<file path="src/rtl/mem_access_unit.sv">
// Memory-stage load/store engine: turns one M-stage access into a req/addr_ok/data_ok
// bus transaction, stalls the pipeline until it completes and returns extended load data.
module mem_access_unit #(
    parameter int TIMEOUT_CYC = 255
) (
    input  logic        clk,
    input  logic        rst,
    input  logic        memtoregM,
    input  logic        memwriteM,
    input  logic [2:0]  lshbM,
    input  logic [31:0] aluoutM,
    input  logic [31:0] writedataM,
    output logic        stallM,
    output logic [31:0] readdataM,
    output logic        adelM,
    output logic        adesM,
    output logic        buserrM,
    output logic        data_req,
    output logic        data_wr,
    output logic [3:0]  data_be,
    output logic [31:0] data_addr,
    output logic [31:0] data_wdata,
    input  logic        data_addr_ok,
    input  logic        data_data_ok,
    input  logic [31:0] data_rdata
);
    typedef enum logic [1:0] {S_IDLE, S_ADDR, S_WAIT, S_DONE} state_t;

    localparam int CW = (TIMEOUT_CYC > 0) ? $clog2(TIMEOUT_CYC + 1) : 1;

    state_t      state_q, state_d;
    logic [CW-1:0] cnt_q;
    logic        req_q, wr_q, load_q, buserr_q;
    logic [3:0]  be_q;
    logic [31:0] addr_q, wdata_q, rdata_q;
    logic [2:0]  type_q;
    logic [1:0]  off_q;

    logic        is_half, is_byte, acc, mis, issue;
    logic [3:0]  be_in;
    logic [31:0] wdata_in;
    logic        timeout_hit, data_done, timeout_evt;
    logic [31:0] lane, load_ext;

    // Access-type decode of the live M-stage inputs; only used while IDLE.
    always_comb begin
        is_half  = (lshbM == 3'b001) || (lshbM == 3'b010);
        is_byte  = (lshbM == 3'b011) || (lshbM == 3'b100);
        acc      = memtoregM | memwriteM;
        mis      = (~is_half & ~is_byte & (aluoutM[1:0] != 2'b00)) | (is_half & aluoutM[0]);
        issue    = (state_q == S_IDLE) & acc & ~mis;
        if (is_byte) begin
            be_in    = 4'b0001 << aluoutM[1:0];
            wdata_in = {4{writedataM[7:0]}};
        end else if (is_half) begin
            be_in    = aluoutM[1] ? 4'b1100 : 4'b0011;
            wdata_in = {2{writedataM[15:0]}};
        end else begin
            be_in    = 4'b1111;
            wdata_in = writedataM;
        end
    end

    always_comb begin
        timeout_hit = (TIMEOUT_CYC != 0) && (cnt_q == CW'(TIMEOUT_CYC - 1));
        data_done   = ((state_q == S_ADDR) & data_addr_ok & data_data_ok) |
                      ((state_q == S_WAIT) & data_data_ok);
        timeout_evt = (state_q == S_WAIT) & ~data_data_ok & timeout_hit;
    end

    always_ff @(posedge clk or posedge rst) begin
        if (rst) state_q <= S_IDLE;
        else     state_q <= state_d;
    end

    always_comb begin
        state_d = state_q;
        case (state_q)
            S_IDLE: if (issue) state_d = S_ADDR;
            S_ADDR: begin
                if (data_addr_ok && data_data_ok) state_d = S_DONE;
                else if (data_addr_ok)            state_d = S_WAIT;
            end
            S_WAIT: if (data_data_ok || timeout_hit) state_d = S_DONE;
            default: state_d = S_IDLE;
        endcase
    end

    always_comb begin
        stallM = issue | (state_q == S_ADDR) | (state_q == S_WAIT);
        adelM  = (state_q == S_IDLE) & memtoregM & mis;
        adesM  = (state_q == S_IDLE) & memwriteM & mis;
    end

    // Word accesses are always aligned, so off_q is zero and lane equals the raw word.
    always_comb begin
        lane = data_rdata >> {off_q, 3'b000};
        case (type_q)
            3'b001:  load_ext = {{16{lane[15]}}, lane[15:0]};
            3'b010:  load_ext = {16'h0000, lane[15:0]};
            3'b011:  load_ext = {{24{lane[7]}}, lane[7:0]};
            3'b100:  load_ext = {24'h000000, lane[7:0]};
            default: load_ext = lane;
        endcase
    end

    always_ff @(posedge clk or posedge rst) begin
        if (rst) begin
            req_q    <= 1'b0;
            wr_q     <= 1'b0;
            load_q   <= 1'b0;
            buserr_q <= 1'b0;
            be_q     <= 4'b0000;
            addr_q   <= 32'h0;
            wdata_q  <= 32'h0;
            rdata_q  <= 32'h0;
            type_q   <= 3'b000;
            off_q    <= 2'b00;
            cnt_q    <= '0;
        end else begin
            req_q    <= (state_d == S_ADDR);
            buserr_q <= timeout_evt;
            if (issue) begin
                addr_q  <= {aluoutM[31:2], 2'b00};
                wr_q    <= memwriteM;
                load_q  <= memtoregM;
                be_q    <= be_in;
                wdata_q <= wdata_in;
                type_q  <= lshbM;
                off_q   <= aluoutM[1:0];
            end
            if ((state_q == S_ADDR) && data_addr_ok)
                cnt_q <= '0;
            else if ((state_q == S_WAIT) && (cnt_q != '1))
                cnt_q <= cnt_q + 1'b1;
            if (data_done && load_q)
                rdata_q <= load_ext;
        end
    end

    assign data_req   = req_q;
    assign data_wr    = wr_q;
    assign data_be    = be_q;
    assign data_addr  = addr_q;
    assign data_wdata = wdata_q;
    assign readdataM  = rdata_q;
    assign buserrM    = buserr_q;
endmodule
</file>
<file path="config.mk">
export PLATFORM = sky130hd
export DESIGN_NAME = mem_access_unit
export DESIGN_NICKNAME = d
export VERILOG_FILES = /design/src/rtl/mem_access_unit.sv
export SDC_FILE = /design/constraint.sdc
export NUM_CORES = 1
export LEC_CHECK = 0
export BUFFER_PORTS_ARGS = -buffer_cell sky130_fd_sc_hd__buf_2
export CORE_MARGIN = 2
export CORE_UTILIZATION = 55
export CTS_CLUSTER_SIZE = 12
export DETAILED_ROUTE_END_ITERATION = 8
export GPL_ROUTABILITY_DRIVEN = 0
export GPL_TIMING_DRIVEN = 0
export PLACE_DENSITY_LB_ADDON = 0.08
export SLEW_MARGIN = 20
export SYNTH_ARGS = -nofsm -noshare
export SYNTH_HDL_FRONTEND = slang
export SYNTH_SLANG_ARGS = --single-unit
</file>
<file path="constraint.sdc">
create_clock -name clk -period 7.1 [get_ports clk]
set_input_delay 1.42 -clock clk [delete_from_list [all_inputs] [get_ports clk]]
set_output_delay 1.42 -clock clk [all_outputs]
set_load 0.05 [all_outputs]
</file>
==> impl_metrics.yaml <==
timing:
  tightest_slew_ns: 0.762
  fmax_mhz: 225
  finalCritPeriodShare: 0.625
  finalSetupViolations: 0
  max_slew_margin: 0.492
  tns_ns: 0
  drv_slew: 0
  rsz0062_at_grt: "false"
  final_hold_viol_count: 0
  fin_crit_ns: 4.44
  fin_skew_ns: 0.00555
logic_synthesis:
  synth_fa_ha_area_frac: 0.00399
  synth-compound-area-share: 0.0976
  syn_area_um2: 6270
  avgSynthCellArea_um2: 12.2
  yosysMostFrequentCell: "dfrtp_1"
  synth_top_area_cell: "dfrtp_1"
  ys_ff_latch: 117
  synth_ff_type: "dfrtp_1"
  ys_async_sr_fraction: 1.00
  ys_seq_area_frac: 0.467
  synth_top_area_share: 0.467
  synth.area.top_cells: "dfrtp_1 47%, mux2_4 16%, mux2_2 5.9%"
  synth_mux_area_frac: 0.276
  synth_top_family_by_area: "multiplexers"
  synth_cell_types: 56
  synthSimpleGateAreaFrac: 0.0948
  synth_xor_area_frac: 0.00958
  synth_cells: 513
  synth_edf_count: 0
  yosys_warnings: 0
  synthTopCellsByCount: "117 x dfrtp_1, 67 x mux2_4, 40 x nor2_1, 35 x mux2i_1, 33 x mux2_2"
routing:
  vias: 4929
  route.antenna.remaining_nets: 0
  drtPass1Iterations: 4
  drtIter0Drc: 334
  viasPerCell: 5.51
  drc: 0
  wl_mm: 16.3
  wl_per_cell_um: 18.2
global_route:
  busiest_layer: "met2"
  overflow: 0
  grt.met1_usage: 0.328
  grt_start_max_net_pins: 81
  grt_util_met2: 0.462
  antenna_found_initial: 0
  grt_use_met3: 0.0886
  grt_pass1_wl_mm: 27.0
  grt_pass1_vias: 5307
  grt_usage: 0.273
floorplanning:
  start_util: 0.571
  die_height_um: 111
  coreArea_um2: 11000
  die_x_um: 111
  die-area_um2: 12300
  ios: 211
  placementRows: 38
run:
  maxCapViolCount: 0
power:
  peakVddDrop_mv: 0.413
  power_density_nw_per_um2: 569
  p_leak_nw: 3.96
worst_setup_path:
  r2r_setup_slack_ns: 4.79
  critical_path_class: "input port to output pin"
  regToRegEndpoint: "readdataM[20]"
  r2r_cells: 6
  cp-end-kind: "output pin"
  worstPathRequired_ns: 5.68
  setup.worst_path.start: "lshbM[0]"
  crit_arrival_ns: 3.02
  cp_max_fo: 10
  crit_path_start_kind: "input port"
  r2r-start: "off_q[1]"
  endpoint: "stallM"
clock_tree:
  clock-sinks: 117
  cts_made_buffers: 17
  clockBufferDepth: 2
  root_buffer: "clkbuf_16"
  cts_resized: 0
  htree_levels: 4
  post_cts_buffers: 0
  hold_buffers: 0
  clk_latency_ns: 0.42
  path_clk_slew_ns: 0.05
  cts_tree: "built"
layout:
  drive_gt1_frac: 0.492
  num-fill-cells: 792
  diodes: 0
  layoutNonFillerInstCount: 894
  area_delta_synth_final_pct: 30.0
  num-nets-final: 848
placement:
  post-place-cells: 862
  io_buffer_count: 207
  dp_hpwl_mm: 11.8
min_path:
  hold_depth: 1
  hold_class: "flop to flop"
run_status:
  outcome: "complete, no violations"
## power breakdown
part           switching [mW]  internal [mW]  leakage, nW
sequential              0.195          0.994         1.39
clock                   0.302          0.622        0.313
combinational            1.70          0.832         2.26
## cell usage in the layout, fill, tap and decap left out, drive strengths merged, types with 5 or more instances in the layout
| cell type | Yosys | layout |
|---|---|---|
| mux2i | 35 | 35 |
| dfrtp | 117 | 117 |
| nand2b | 5 | 5 |
| clkbuf | 9 | 32 |
| nand2 | 29 | 29 |
| a221oi | 8 | 8 |
| nand3 | 6 | 6 |
| a31oi | 16 | 16 |
| nor2 | 41 | 41 |
| a21oi | 15 | 15 |
| a211oi | 9 | 9 |
| buf | 24 | 232 |
| inv | 9 | 9 |
| o21ai | 21 | 21 |
| nor2b | 9 | 9 |
| mux2 | 100 | 100 |
| and2 | 7 | 7 |
## metrics by stage
| stage | utilization | instance area (um^2) | worst slack, ns | hold slack, ns | total power, mW |
|---|---|---|---|---|---|
| floorplan | - | 6270 | 2.58 | 0.459 | 3.14 |
| global placement | 0.681 | 7480 | 1.30 | 0.482 | 3.67 |
| detailed placement | 0.684 | 7520 | 2.64 | 0.483 | 3.72 |
| CTS | 0.742 | 8150 | 2.64 | 0.503 | 4.66 |
| global route | 0.742 | 8150 | 2.56 | 0.519 | 4.86 |
| finish | 0.742 | 8150 | 2.66 | 0.495 | 4.64 |
## registers in the layout, indices dropped and copies added (netlist names)
register and count:
readdataM 32, data_wdata 32, buserrM 1, data_wr 1
type_q 3, load_q 1, off_q 2, data_addr 30
data_be 4, cnt_q 8, data_req 1, state_q 2
## cell families (layout without fill, tap and decap cells)
kind of cell | Yosys count | count (layout)
other | 1 | 2
and+or+nand+nor | 120 | 120
buffers and inverters | 42 | 282
AOI/OAI and AO/OA | 90 | 90
muxes | 135 | 135
adders and majority gates | 2 | 2
DFF | 117 | 117
xor gates and xnor gates | 6 | 6
## final cells by class
type,instances,area [um^2],share of cell area
flip-flops and latches,117,2930,0.359
multi-input cells,355,3030,0.371
clock buffers,23,488,0.0599
repair buffers,208,1060,0.130
clock inverters,9,148,0.0181
well taps,140,175,0.0215
plain buffers,33,284,0.0348
inverters,9,38.8,0.00476
## layer usage
metal / up-vias / wire length [um]
met1: 2399 / 6640
met3: 23 / 1200
met4: 0 / 302
met2: 199 / 8150
li1: 2308 / -
met5: - / 0
## worst min-delay path by stage
stage	from	to	slack [ns]
3_5_place_dp	load_q	load_q	0.48
2_1_floorplan	state_q[1]	data_req	0.46
3_3_place_gp	load_q	load_q	0.48
6_report	load_q	load_q	0.50
4_1_cts	load_q	load_q	0.50
5_1_grt	data_wdata[3]	data_wdata[3]	0.52
## worst max-delay path, cell delays in order
cell	delay [ns]
buf_2	0.15
nor2_4	0.23
o2bb2ai_1	0.25
o221a_4	0.26
buf_12	0.16
buf_12	0.16
nand3b_1	0.11
buf_2	0.27
(Power assumes the default switching activity.)
